[config.mk]
export PLATFORM = sky130hd
export DESIGN_NAME = runup_sequencer_flat
export DESIGN_NICKNAME = d
export VERILOG_FILES = /design/src/rtl/runup_sequencer_if.sv /design/src/rtl/runup_sequencer.sv /design/src/flat_wrapper.sv
export SDC_FILE = /design/constraint.sdc
export NUM_CORES = 1
export LEC_CHECK = 0
export CAP_MARGIN = 20
export CORE_UTILIZATION = 25
export DETAILED_ROUTE_END_ITERATION = 8
export GPL_ROUTABILITY_DRIVEN = 1
export GPL_TIMING_DRIVEN = 0
export SETUP_SLACK_MARGIN = 0.1
export SYNTH_ARGS = -nofsm -noshare
export SYNTH_HDL_FRONTEND = slang
export SYNTH_SLANG_ARGS = --single-unit
[constraint.sdc]
create_clock -name clk -period 2.6 [get_ports clk]
set_input_delay 0.65 -clock clk [delete_from_list [all_inputs] [get_ports clk]]
set_output_delay 0.65 -clock clk [all_outputs]
set_load 0.01 [all_outputs]
[src/rtl/runup_sequencer_if.sv]
// Sequencer-facing bundle: conversion request, comparator, PWM control,
// run-down reference control and the valid/ready result port.
interface runup_sequencer_if;
    logic        conv_start;
    logic        comp;
    logic        pwm_start;
    logic        pwm_enable;
    logic        pwm_mode;
    logic        pwm_reload;
    logic        rundown_en;
    logic        rundown_pol;
    logic        busy;
    logic        res_valid;
    logic        res_ready;
    logic [31:0] res_cnt_a;
    logic [31:0] res_cnt_b;
    logic [15:0] res_rd;
    logic        res_timeout;

    modport slave (
        input  conv_start, comp, res_ready,
        output pwm_start, pwm_enable, pwm_mode, pwm_reload, rundown_en, rundown_pol, busy,
        output res_valid, res_cnt_a, res_cnt_b, res_rd, res_timeout
    );

    modport master (
        output conv_start, comp, res_ready,
        input  pwm_start, pwm_enable, pwm_mode, pwm_reload, rundown_en, rundown_pol, busy,
        input  res_valid, res_cnt_a, res_cnt_b, res_rd, res_timeout
    );
endinterface

[src/rtl/runup_sequencer.sv]
// Multi-slope conversion sequencer: drives the PWM generator through NCYCLES run-up
// periods, then a timed run-down, and returns the counts through a valid/ready port.
module runup_sequencer #(
    parameter int unsigned PERIOD  = 259,
    parameter int unsigned NCYCLES = 1000,
    parameter int unsigned RD_MAX  = 4095
) (
    input  logic              clk,
    input  logic              rst,
    runup_sequencer_if.slave  bus
);

    localparam int unsigned PcntW    = (PERIOD > 1) ? $clog2(PERIOD) : 1;
    localparam logic [PcntW-1:0] PcntLast = PcntW'(PERIOD - 1);
    localparam logic [31:0]      NcycLast = 32'(NCYCLES - 1);
    localparam logic [15:0]      RdMax    = 16'(RD_MAX);

    typedef enum logic [2:0] {StIdle, StArm, StRunup, StRundown, StDone} state_e;

    state_e           state;
    logic             comp_q1;
    logic             comp_s;
    logic [PcntW-1:0] pcnt;
    logic [31:0]      ncyc;
    logic [31:0]      cnt_a;
    logic [31:0]      cnt_b;
    logic [15:0]      rdcnt;

    logic [15:0]      rd_next;
    logic             rd_flip;
    logic             rd_tmo;
    logic [PcntW-1:0] pcnt_inc;

    // rd_next counts the current run-down cycle, so res_rd equals the cycles spent in RUNDOWN.
    assign rd_next  = rdcnt + 16'd1;
    assign rd_flip  = comp_s != bus.rundown_pol;
    assign rd_tmo   = rd_next == RdMax;
    assign pcnt_inc = pcnt + PcntW'(1);

    always_ff @(posedge clk) begin
        if (rst) begin
            state           <= StIdle;
            comp_q1         <= 1'b0;
            comp_s          <= 1'b0;
            pcnt            <= '0;
            ncyc            <= '0;
            cnt_a           <= '0;
            cnt_b           <= '0;
            rdcnt           <= '0;
            bus.pwm_start   <= 1'b0;
            bus.pwm_enable  <= 1'b0;
            bus.pwm_mode    <= 1'b0;
            bus.pwm_reload  <= 1'b0;
            bus.rundown_en  <= 1'b0;
            bus.rundown_pol <= 1'b0;
            bus.busy        <= 1'b0;
            bus.res_valid   <= 1'b0;
            bus.res_cnt_a   <= '0;
            bus.res_cnt_b   <= '0;
            bus.res_rd      <= '0;
            bus.res_timeout <= 1'b0;
        end else begin
            comp_q1       <= bus.comp;
            comp_s        <= comp_q1;
            bus.pwm_start <= 1'b0;

            case (state)
                StIdle: begin
                    if (bus.conv_start) begin
                        state         <= StArm;
                        bus.pwm_start <= 1'b1;
                        bus.pwm_mode  <= 1'b0;
                        bus.busy      <= 1'b1;
                    end
                end

                StArm: begin
                    cnt_a          <= '0;
                    cnt_b          <= '0;
                    pcnt           <= '0;
                    ncyc           <= '0;
                    rdcnt          <= '0;
                    bus.pwm_mode   <= 1'b0;
                    bus.pwm_enable <= 1'b1;
                    bus.pwm_reload <= (PcntLast == '0);
                    state          <= StRunup;
                end

                StRunup: begin
                    if (pcnt == PcntLast) begin
                        if (bus.pwm_mode) begin
                            cnt_b <= cnt_b + 32'd1;
                        end else begin
                            cnt_a <= cnt_a + 32'd1;
                        end
                        ncyc <= ncyc + 32'd1;
                        pcnt <= '0;
                        if (ncyc == NcycLast) begin
                            // Final period: mode is left as-is and the PWM is released.
                            state           <= StRundown;
                            bus.pwm_enable  <= 1'b0;
                            bus.pwm_reload  <= 1'b0;
                            bus.rundown_en  <= 1'b1;
                            bus.rundown_pol <= comp_s;
                        end else begin
                            bus.pwm_mode   <= comp_s;
                            bus.pwm_reload <= (PcntLast == '0);
                        end
                    end else begin
                        pcnt           <= pcnt_inc;
                        bus.pwm_reload <= (pcnt_inc == PcntLast);
                    end
                end

                StRundown: begin
                    rdcnt <= rd_next;
                    if (rd_flip || rd_tmo) begin
                        state           <= StDone;
                        bus.rundown_en  <= 1'b0;
                        bus.res_valid   <= 1'b1;
                        bus.res_cnt_a   <= cnt_a;
                        bus.res_cnt_b   <= cnt_b;
                        bus.res_rd      <= rd_next;
                        // A comparator crossing on the timeout cycle still counts as a crossing.
                        bus.res_timeout <= !rd_flip;
                    end
                end

                StDone: begin
                    if (bus.res_ready) begin
                        state         <= StIdle;
                        bus.res_valid <= 1'b0;
                        bus.busy      <= 1'b0;
                    end
                end

                default: state <= StIdle;
            endcase
        end
    end

endmodule

[src/flat_wrapper.sv]
// flat-port wrapper written by rule: the top's interface ports become plain ports
module runup_sequencer_flat 
#(
    parameter int unsigned PERIOD  = 259,
    parameter int unsigned NCYCLES = 1000,
    parameter int unsigned RD_MAX  = 4095
)
  (clk, rst, bus_conv_start, bus_comp, bus_res_ready, bus_pwm_start, bus_pwm_enable, bus_pwm_mode, bus_pwm_reload, bus_rundown_en, bus_rundown_pol, bus_busy, bus_res_valid, bus_res_cnt_a, bus_res_cnt_b, bus_res_rd, bus_res_timeout);
  runup_sequencer_if bus_i ();
  input  logic clk;
  input  logic rst;
  input wire logic [$bits(bus_i.conv_start)-1:0] bus_conv_start;
  input wire logic [$bits(bus_i.comp)-1:0] bus_comp;
  input wire logic [$bits(bus_i.res_ready)-1:0] bus_res_ready;
  output wire logic [$bits(bus_i.pwm_start)-1:0] bus_pwm_start;
  output wire logic [$bits(bus_i.pwm_enable)-1:0] bus_pwm_enable;
  output wire logic [$bits(bus_i.pwm_mode)-1:0] bus_pwm_mode;
  output wire logic [$bits(bus_i.pwm_reload)-1:0] bus_pwm_reload;
  output wire logic [$bits(bus_i.rundown_en)-1:0] bus_rundown_en;
  output wire logic [$bits(bus_i.rundown_pol)-1:0] bus_rundown_pol;
  output wire logic [$bits(bus_i.busy)-1:0] bus_busy;
  output wire logic [$bits(bus_i.res_valid)-1:0] bus_res_valid;
  output wire logic [$bits(bus_i.res_cnt_a)-1:0] bus_res_cnt_a;
  output wire logic [$bits(bus_i.res_cnt_b)-1:0] bus_res_cnt_b;
  output wire logic [$bits(bus_i.res_rd)-1:0] bus_res_rd;
  output wire logic [$bits(bus_i.res_timeout)-1:0] bus_res_timeout;
  assign bus_i.conv_start = bus_conv_start;
  assign bus_i.comp = bus_comp;
  assign bus_i.res_ready = bus_res_ready;
  assign bus_pwm_start = bus_i.pwm_start;
  assign bus_pwm_enable = bus_i.pwm_enable;
  assign bus_pwm_mode = bus_i.pwm_mode;
  assign bus_pwm_reload = bus_i.pwm_reload;
  assign bus_rundown_en = bus_i.rundown_en;
  assign bus_rundown_pol = bus_i.rundown_pol;
  assign bus_busy = bus_i.busy;
  assign bus_res_valid = bus_i.res_valid;
  assign bus_res_cnt_a = bus_i.res_cnt_a;
  assign bus_res_cnt_b = bus_i.res_cnt_b;
  assign bus_res_rd = bus_i.res_rd;
  assign bus_res_timeout = bus_i.res_timeout;
  runup_sequencer #(.PERIOD(PERIOD), .NCYCLES(NCYCLES), .RD_MAX(RD_MAX)) u_core (.clk(clk), .rst(rst), .bus(bus_i));
endmodule
==> flow_metrics.env, run 1 <==
export IMPL_crit_arrival_ns=3.07
export IMPL_worst_hold_slack_ns=0.446
export IMPL_cts_htree_levels=1
export IMPL_cts_root_buf="clkbuf_16"
export IMPL_syn_avg_cell_area_um2=8.43
export IMPL_p_leak_nw=4.78
export IMPL_synth_area_leaders="dfxtp_1, nand2_1, mux2i_1"
export IMPL_hp_class="flop to flop"
export IMPL_rsz0062_at_grt="true"
export IMPL_clock_skew_ns=0.0152
export IMPL_post_route_min_period_ns=2.67
export IMPL_dieArea_um2=40200
export IMPL_clk_latency_ns=0.52
export IMPL_synth_edf_count=0
export IMPL_clock_path_buffers=3
export IMPL_synth_most_common_cell="dfxtp_1"
export IMPL_post_dp_hpwl_um=18600
export IMPL_crit_path_end_kind="flop"
export IMPL_cts_tree="yes"
export IMPL_clock_sinks=215
export IMPL_ys_top_cells_by_count="dfxtp_1, nand2_1, nor2_1"
export IMPL_final_hold_violation_count=0
export IMPL_dr_total_vias=8667
export IMPL_comb_power_share=0.050
export IMPL_p_seq_frac=0.474
export IMPL_ios=94
export IMPL_hp_start="u_core.comp_q1$_SDFF_PP0_"
export IMPL_grt_ovfl_total=0
export IMPL_drt_iter0_drc=425
export IMPL_area_growth_pct=33.4
export IMPL_register_area_um2=4330
export IMPL_fp_dieH_um=201
export IMPL_worst_ir_drop_vdd_mv=0.386
export IMPL_p_sw_mw=1.62
export IMPL_seq_area_frac_synth=0.437
export IMPL_r2r_start="u_core.rdcnt[5]$_SDFFE_PP0P_"
export IMPL_drt_wirelength_per_cell_um=14.4
export IMPL_synth_distinct_cells=63
export IMPL_vias_per_cell=4.66
export IMPL_hold_end="u_core.comp_s$_SDFF_PP0_"
export IMPL_num_rows=72
export IMPL_switching_share=0.232
export IMPL_core_um2=38700
export IMPL_power_density_nw_per_um2=533
export IMPL_grt_max_degree=14
export IMPL_drive_gt1_frac=0.132
export IMPL_first_global_vias=8405
export IMPL_r2r_cells=9
export IMPL_portBuffers=93
export IMPL_status="complete, but fails checks"
export IMPL_min_path_cells=1
export IMPL_multi_input_area_um2=5470
export IMPL_design_area_um2=13100
export IMPL_placedInstanceArea_um2=11500
export IMPL_slowest_stage="or4b_1"
export IMPL_firstDrtPassIters=5
export IMPL_fin_ws_ns=-0.0710
export IMPL_wl_um=26800
export IMPL_setup_viol_count_final=63
export IMPL_reg2reg_to="u_core.bus.res_rd[2]$_SDFFE_PP0P_"
export IMPL_slowest_delay_ns=0.52
export IMPL_ys_ff_latch=215
export IMPL_grt_use_total=0.129
export IMPL_critical_path_max_fanout=8
export IMPL_tightest_slew_ns=0.788
export IMPL_clockPowerShare=0.476
export IMPL_netlist_instances=1169
export IMPL_cp_required_ns=2.99
export IMPL_cap_violations=0
export IMPL_path_clk_slew_ns=0.06
export IMPL_syn_area_um2=9850
export IMPL_cts_buffers=23
export IMPL_grt_pass1_wl_um=43200
export IMPL_syn_num_nets=1183
export IMPL_die_x_um=201
export IMPL_fmaxAchievable_mhz=374
export IMPL_critPathKind="flop to flop"
export IMPL_antenna_left=0
export IMPL_fillers=3998
export IMPL_synth_top_area_share=0.437
export IMPL_synth_flop_cell="dfxtp_1"
export IMPL_drcViolationCount=0
export IMPL_start_kind="flop"
export IMPL_async_flop_share=0
export IMPL_nNetsFinal=1338
export IMPL_initial_utilization=0.254
export IMPL_intPower_mw=5.38
export IMPL_antenna_found_initial=2
export IMPL_yosys_warnings=0
export IMPL_finalCritPeriodShare=1.03
export IMPL_final_max_slew_viol_count=0
export IMPL_yosysTopAreaCell="dfxtp_1"
export IMPL_slew_headroom=0.475
export IMPL_crit_chain="nand4_4, nor4_4, xor2_2, or4b_1, clkbuf_8, o21a_1, buf_8, buf_16, mux2_4"
export IMPL_reg2reg_slack_ns=-0.07
export IMPL_place_congestion=0.870
export IMPL_violations="setup timing"
[power by group through the flow]
stage	combinational (mW)	clock [mW]	sequential (mW)
after global routing	0.386	3.54	3.32
after global placement	0.313	0	3.40
after floorplan	0.197	0	3.40
final	0.350	3.33	3.32
after CTS	0.337	3.41	3.32
after detailed placement	0.315	0	3.40
[per-layer routing]
layer  global-route usage  part of all wire  up-vias
met5                    0           0.00045        -
met4               0.0409             0.023        2
met3               0.0255             0.046       47
met2                0.222              0.48      161
met1                0.161              0.45     4126
li1                     -                 -     4331
[worst max path at each step]
stage | start | to | slack (ns) | cells after the start
6_report | u_core.rdcnt[5]$_SDFFE_PP0P_ | u_core.bus.res_rd[2]$_SDFFE_PP0P_ | -0.07 | 9
5_1_grt | u_core.rdcnt[1]$_SDFFE_PP0P_ | u_core.bus.res_rd[11]$_SDFFE_PP0P_ | -0.15 | 10
4_1_cts | u_core.rdcnt[7]$_SDFFE_PP0P_ | u_core.bus.res_rd[2]$_SDFFE_PP0P_ | -0.07 | 10
3_5_place_dp | rst | u_core.rdcnt[0]$_SDFFE_PP0P_ | -0.59 | 6
3_3_place_gp | rst | u_core.cnt_b[31]$_SDFFE_PP0P_ | -0.54 | 6
2_1_floorplan | u_core.rdcnt[3]$_SDFFE_PP0P_ | u_core.bus.res_rd[0]$_SDFFE_PP0P_ | 0.11 | 10
[cells in the final DEF (no fill, tap or decap), types with 4 or more instances in the layout]
cell type / n
nand2_1: 193
nor3_1: 29
buf_4: 31
nor2b_1: 12
clkbuf_1: 39
clkbuf_2: 8
clkbuf_16: 29
mux2i_1: 69
clkinv_2: 8
nor3b_1: 5
a21oi_1: 43
and2_1: 8
dfxtp_1: 203
inv_1: 27
o21ai_0: 29
a22oi_1: 8
buf_12: 8
nor4_4: 5
nand4_1: 28
nor2_1: 136
mux2_4: 7
nor4_1: 20
xnor2_1: 63
and4_1: 11
nor4_2: 6
nor3_2: 11
dfxtp_4: 4
dfxtp_2: 8
xor2_1: 25
or3_1: 16
clkdlybuf4s50_1: 93
and3_1: 11
ha_1: 8
nand3_1: 40
nand3b_1: 6
buf_6: 4
clkbuf_8: 8
nand2b_1: 5
[worst max-delay path: cells and delay by family, from the launching register on]
family | cells | cell delay, ns
compound gates | 1 | 0.20
xor+xnor | 1 | 0.12
buf+inv | 3 | 0.47
flops | 1 | 0.40
mux | 1 | 0.29
simple gates | 3 | 1.07
[cell type report]
cell class	count	share of cell area
clock buffers	31	0.0499
flip-flops and latches	215	0.329
clock inverters	11	0.00828
well taps	518	0.0493
inverters	28	0.00800
plain buffers	67	0.0357
multi-input cells	858	0.416
repair buffers	131	0.103
diodes	1	0.000190
[sequential cells by signal (all words and copies together) (netlist names)]
name / count
u_core.bus.res_cnt_a: 32
u_core.bus.res_cnt_b: 32
u_core.cnt_a: 32
u_core.cnt_b: 32
u_core.ncyc: 32
u_core.bus.res_rd: 16
u_core.rdcnt: 16
u_core.pcnt: 9
u_core.state: 3
u_core.bus.busy: 1
u_core.bus.pwm_enable: 1
u_core.bus.pwm_mode: 1
u_core.bus.pwm_reload: 1
u_core.bus.pwm_start: 1
u_core.bus.res_timeout: 1
u_core.bus.res_valid: 1
u_core.bus.rundown_en: 1
u_core.bus.rundown_pol: 1
u_core.comp_q1: 1
u_core.comp_s: 1
[through the flow]
step           total power [mW]  setup TNS [ns]  utilization  setup WS (ns)  instances
3_3_place_gp               3.71          -57.58        0.296         -0.542       1780
6_report                   7.00           -1.81        0.339        -0.0710       1860
4_1_cts                    7.07           -3.71        0.329        -0.0739       1848
5_1_grt                    7.24           -7.45        0.339         -0.148       1859
3_5_place_dp               3.71          -56.07        0.296         -0.594       1780
2_1_floorplan              3.59               0            -          0.106       1169
[what timing repair did]
action | 4_1_cts | 5_1_grt
setup endpoints to repair | 172 | 145
gates resized for setup | 64 | 66
cloned | 1 | 6
hold buffers | 0 | 0
pin swaps | 18 | 10
setup buffers | 25 | 6
[logic make-up (layout without fill, tap and decap cells)]
family,after synthesis,after routing,share of synthesized area
fa+ha+maj,9,9,0.0114
buf+inv,96,268,0.0413
mux,77,77,0.0792
other cells,0,1,0
simple gates,566,566,0.277
xor+xnor,90,90,0.0800
compound gates,116,116,0.0740
flops,215,215,0.437
Power figures use the tool's default switching activity.
==> run 2: changes to the inputs <==
CAP_MARGIN = not set   (was 20)
MAX_ROUTING_LAYER = met4   (was not set)
==> run 2 against run 1 <==
- the flow still finishes with violations (setup timing)
- register-to-register slack got worse by 0.02 ns
- design area barely moved
- routed wire length rose by 0.25%
- clock power barely moved
- sequential share of layout area barely moved
- global-route usage rose by 0.39 points
- via count rose by 0.16%
- maximum frequency fell by 0.67%
==> flow_metrics.env, run 2 (synthesis gave the netlist of run 1 again) <==
export IMPL_drt_wirelength_per_cell_um=14.4
export IMPL_drive_gt1_frac=0.132
export IMPL_post_dp_hpwl_um=18600
export IMPL_power_density_nw_per_um2=533
export IMPL_num_rows=72
export IMPL_cts_buffers=23
export IMPL_design_area_um2=13100
export IMPL_core_um2=38700
export IMPL_clk_latency_ns=0.52
export IMPL_grt_max_degree=14
export IMPL_hp_class="flop to flop"
export IMPL_register_area_um2=4330
export IMPL_layout_commonest_cell="dfxtp_1"
export IMPL_cap_violations=0
export IMPL_rsz0062_at_grt="true"
export IMPL_drcViolationCount=0
export IMPL_dieArea_um2=40200
export IMPL_fp_dieH_um=201
export IMPL_nNetsFinal=1338
export IMPL_violations="setup timing"
export IMPL_final_max_slew_viol_count=0
export IMPL_status="complete, but fails checks"
export IMPL_setup_tns_ns=-3.01
export IMPL_clock_sinks=215
export IMPL_place_congestion=0.884
export IMPL_wl_um=26900
export IMPL_tightest_slew_ns=0.793
export IMPL_final_hold_violation_count=0
export IMPL_ios=94
export IMPL_final_cell_mix="dfxtp_1, nand2_1, nor2_1"
export IMPL_vias_per_cell=4.66
export IMPL_grt_ovfl_total=0
export IMPL_critical_path_max_fanout=8
export IMPL_initial_utilization=0.254
export IMPL_slew_headroom=0.471
export IMPL_fin_ws_ns=-0.0890
export IMPL_cts_htree_levels=1
export IMPL_crit_path_end_kind="flop"
export IMPL_worst_hold_slack_ns=0.446
export IMPL_cp_required_ns=2.99
export IMPL_crit_arrival_ns=3.08
export IMPL_worst_ir_drop_vdd_mv=0.384
export IMPL_antenna_found_initial=2
export IMPL_first_global_vias=8404
export IMPL_fmaxAchievable_mhz=372
export IMPL_firstDrtPassIters=5
export IMPL_area_growth_pct=33.4
export IMPL_p_leak_nw=4.78
export IMPL_post_route_min_period_ns=2.69
export IMPL_finalCritPeriodShare=1.03
export IMPL_path_clk_slew_ns=0.06
export IMPL_ctsHoldBuffers=0
export IMPL_drt_iter0_drc=406
export IMPL_multi_input_area_um2=5470
export IMPL_placedInstanceArea_um2=11500
export IMPL_critPathKind="flop to flop"
export IMPL_cts_tree="yes"
export IMPL_die_x_um=201
export IMPL_grt_pass1_wl_um=43200
export IMPL_portBuffers=93
export IMPL_grt_use_total=0.133
export IMPL_antenna_left=0
export IMPL_clock_skew_ns=0.0186
export IMPL_fillers=3998
export IMPL_final_core_util=0.339
export IMPL_cts_root_buf="clkbuf_16"
export IMPL_clock_path_buffers=3
export IMPL_dr_total_vias=8681
export IMPL_power_total_mw=7.00
export IMPL_start_kind="flop"
export IMPL_setup_viol_count_final=69
run 2: cell types whose count changed in the layout (fill, tap and decap cells not counted):
| cell | change |
|---|---|
| diode_2 | +1 |
run 2: power breakdown:
part	leakage, nW	total (mW)	internal (mW)	switching, mW
Clock	0.387	3.33	1.97	1.36
Combinational	2.65	0.350	0.103	0.247
Sequential	1.74	3.32	3.31	0.0142
Total	4.78	7.00	5.38	1.62
run 2: worst paths after layout:
kind / cells past startpoint / endpoint / from / slack, ns
hold / removal: 1 / u_core.comp_s$_SDFF_PP0_ / u_core.comp_q1$_SDFF_PP0_ / 0.45
hold reg to reg: 1 / u_core.comp_s$_SDFF_PP0_ / u_core.comp_q1$_SDFF_PP0_ / 0.45
setup / recovery: 9 / u_core.bus.res_rd[2]$_SDFFE_PP0P_ / u_core.rdcnt[5]$_SDFFE_PP0P_ / -0.09
setup reg to reg: 9 / u_core.bus.res_rd[2]$_SDFFE_PP0P_ / u_core.rdcnt[5]$_SDFFE_PP0P_ / -0.09
run 2: layer usage:
| metal | track usage | wire [um] |
|---|---|---|
| met5 | - | 0 |
| met4 | 0.0409 | 631 |
| met3 | 0.0255 | 1340 |
| met2 | 0.222 | 12800 |
| met1 | 0.161 | 12000 |
run 2: metrics by stage:
stage / cells / setup slack, ns
finish: 1861 / -0.0890
detailed placement: 1780 / -0.594
global placement: 1780 / -0.542
CTS: 1848 / -0.0739
global route: 1861 / -0.149
floorplan: 1169 / 0.106
run 2: cell type report:
class                           instances  area share
Timing Repair Buffer                  131       0.103
Buffer                                 67      0.0357
Inverter                               28     0.00800
Multi-Input combinational cell        858       0.416
Antenna cell                            2    0.000381
Clock buffer                           31      0.0499
Clock inverter                         11     0.00828
Tap cell                              518      0.0493
Sequential cell                       215       0.329
run 2: worst max-delay path, cell delays in order, from the launching register on:
cell	delay (ns)
dfxtp_2	0.41
nand4_4	0.17
nor4_4	0.38
xor2_2	0.12
or4b_1	0.52
clkbuf_8	0.15
o21a_1	0.20
buf_8	0.16
buf_16	0.16
mux2_4	0.29
run 2: timing repair:
| item | CTS | global route |
|---|---|---|
| endpoints found under the setup margin | 172 | 145 |
| pin swaps | 18 | 10 |
| gates resized for setup | 64 | 66 |
| buffers inserted | 25 | 6 |
| gates cloned | 1 | 6 |
==> run 3: changes to the inputs <==
DONT_BUFFER_PORTS = 1   (was not set)
HOLD_SLACK_MARGIN = 0.08   (was not set)
PLACE_DENSITY = 0.47   (was not set)
==> run 3 against run 2 <==
- the flow still finishes with violations (setup timing)
- clock skew down 0.0064 ns
- die area unchanged
- flip-flop and latch count did not move
- critical path type unchanged
==> flow_metrics.env, run 3 (synthesis gave the netlist of run 1 again) <==
export IMPL_status="complete, but fails checks"
export IMPL_violations="setup timing"
export IMPL_grt_pass1_wl_um=44600
export IMPL_cpMostUsedCell="buf_12"
export IMPL_drt_wirelength_per_cell_um=15.6
export IMPL_finalCritPeriodShare=1.04
export IMPL_wl_um=27700
export IMPL_hp_class="input port to flop"
export IMPL_drive_gt1_frac=0.144
export IMPL_r2r_start="u_core.rdcnt[3]$_SDFFE_PP0P_"
export IMPL_setup_tns_ns=-3.91
export IMPL_dr_total_vias=8372
export IMPL_slew_headroom=0.380
export IMPL_diodes=0
export IMPL_placedInstanceArea_um2=10500
export IMPL_antenna_left=0
export IMPL_drt_iter0_drc=365
export IMPL_num_rows=72
export IMPL_start_kind="flop"
export IMPL_drcViolationCount=0
export IMPL_post_dp_hpwl_um=19100
export IMPL_place_inst=1687
export IMPL_critPathLaunch="u_core.rdcnt[3]$_SDFFE_PP0P_"
export IMPL_initial_utilization=0.254
export IMPL_firstDrtPassIters=5
export IMPL_cts_buffers=26
export IMPL_core_um2=38700
export IMPL_layout_commonest_cell="dfxtp_1"
export IMPL_slowest_delay_ns=0.38
export IMPL_p_leak_nw=4.59
export IMPL_setup_viol_count_final=72
export IMPL_final_hold_violation_count=0
export IMPL_tightest_slew_ns=0.929
export IMPL_nNetsFinal=1252
export IMPL_fillers=4059
export IMPL_critPathKind="flop to flop"
export IMPL_grt_ovfl_total=0
export IMPL_clock_skew_ns=0.0123
export IMPL_fp_dieH_um=201
export IMPL_reg2reg_to="u_core.bus.res_rd[3]$_SDFFE_PP0P_"
export IMPL_final_max_slew_viol_count=0
export IMPL_cp_depth=11
export IMPL_place_congestion=0.819
export IMPL_clk_latency_ns=0.54
export IMPL_post_route_min_period_ns=2.70
export IMPL_worst_hold_slack_ns=0.247
export IMPL_crit_path_end_kind="flop"
export IMPL_fin_ws_ns=-0.100
export IMPL_final_core_util=0.321
export IMPL_worstSetupEndpoint="u_core.bus.res_rd[3]$_SDFFE_PP0P_"
export IMPL_crit_chain="buf_8, nand4_4, buf_4, or3_4, a2111oi_4, nand4bb_1, buf_2, o21a_4, buf_12, buf_12, mux2_1"
export IMPL_cts_tree="yes"
export IMPL_design_area_um2=12400
export IMPL_vias_per_cell=4.72
export IMPL_cts_root_buf="clkbuf_16"
export IMPL_post_place_ws_ns=-0.632
export IMPL_crit_arrival_ns=3.12
export IMPL_ios=94
export IMPL_first_global_vias=8233
export IMPL_clock_path_buffers=3
export IMPL_power_total_mw=7.99
export IMPL_rsz0062_at_grt="true"
export IMPL_final_cell_mix="dfxtp_1, nand2_1, nor2_1"
export IMPL_antenna_found_initial=0
export IMPL_power_density_nw_per_um2=642
export IMPL_fmaxAchievable_mhz=370
export IMPL_portBuffers=0
export IMPL_worst_ir_drop_vdd_mv=0.430
export IMPL_path_clk_slew_ns=0.06
export IMPL_r2r_cells=11
export IMPL_cp_required_ns=3.02
export IMPL_dieArea_um2=40200
export IMPL_grt_max_degree=14
export IMPL_critPathBufInv=5
export IMPL_slowest_stage="or3_4"
export IMPL_die_x_um=201
export IMPL_reg2reg_slack_ns=-0.10
export IMPL_grt_use_total=0.140
export IMPL_cap_violations=0
export IMPL_cp_top_family="buffers and inverters"
export IMPL_fin_cells=1775
export IMPL_critical_path_max_fanout=10
export IMPL_area_growth_pct=26.3
export IMPL_cts_htree_levels=1
export IMPL_clock_sinks=215
run 3: changes by cell type in the layout (fill, tap and decap cells not counted), moves of 4 or more:
| cell | change |
|---|---|
| buf_4 | +9 |
| bufinv_16 | +6 |
| clkdlybuf4s50_1 | -93 |
| clkinv_2 | -6 |
| dfxtp_1 | -5 |
| dfxtp_2 | +4 |
| mux2_1 | +7 |
| mux2_4 | -7 |
| nor3_1 | +8 |
| nor3_2 | -7 |
| nor4_1 | -6 |
| nor4_4 | +5 |
run 3: worst min-delay path by stage:
stage	cells past startpoint	slack [ns]	start	end
2_1_floorplan	1	0.41	u_core.comp_q1$_SDFF_PP0_	u_core.comp_s$_SDFF_PP0_
6_report	1	0.25	bus_comp	u_core.comp_q1$_SDFF_PP0_
3_3_place_gp	1	0.43	u_core.comp_q1$_SDFF_PP0_	u_core.comp_s$_SDFF_PP0_
4_1_cts	1	0.23	bus_comp	u_core.comp_q1$_SDFF_PP0_
5_1_grt	1	0.23	bus_comp	u_core.comp_q1$_SDFF_PP0_
3_5_place_dp	1	0.43	u_core.comp_q1$_SDFF_PP0_	u_core.comp_s$_SDFF_PP0_
run 3: metal layers:
| metal | GRT usage | routed length, um | vias to the layer above |
|---|---|---|---|
| li1 | - | - | 4153 |
| met1 | 0.174 | 12600 | 4054 |
| met2 | 0.228 | 13100 | 122 |
| met3 | 0.0294 | 1380 | 43 |
| met4 | 0.0420 | 581 | 0 |
| met5 | - | 0 | - |
run 3: repair_timing:
| item | 4_1_cts | 5_1_grt |
|---|---|---|
| buffers inserted | 25 | 14 |
| setup endpoints to repair | 176 | 153 |
| pin swaps | 23 | 10 |
| hold buffers | 0 | 0 |
| resized for setup | 58 | 67 |
| cloned | 1 | 2 |
run 3: cell type report:
cell class                 instances  area (um^2)  share of cell area
timing repair buffer              42          383              0.0308
multi-input combinational        858         5490               0.441
clock buffer                      35          766              0.0615
inverter                          28          105             0.00845
buffer                            67          447              0.0359
sequential                       215         4340               0.349
tap                              518          648              0.0521
clock inverter                    12          265              0.0213
run 3: power by group:
part	switching [mW]	total, mW	internal [mW]
logic	0.245	0.332	0.0862
registers	0.0187	3.32	3.31
clock network	1.49	4.33	2.85
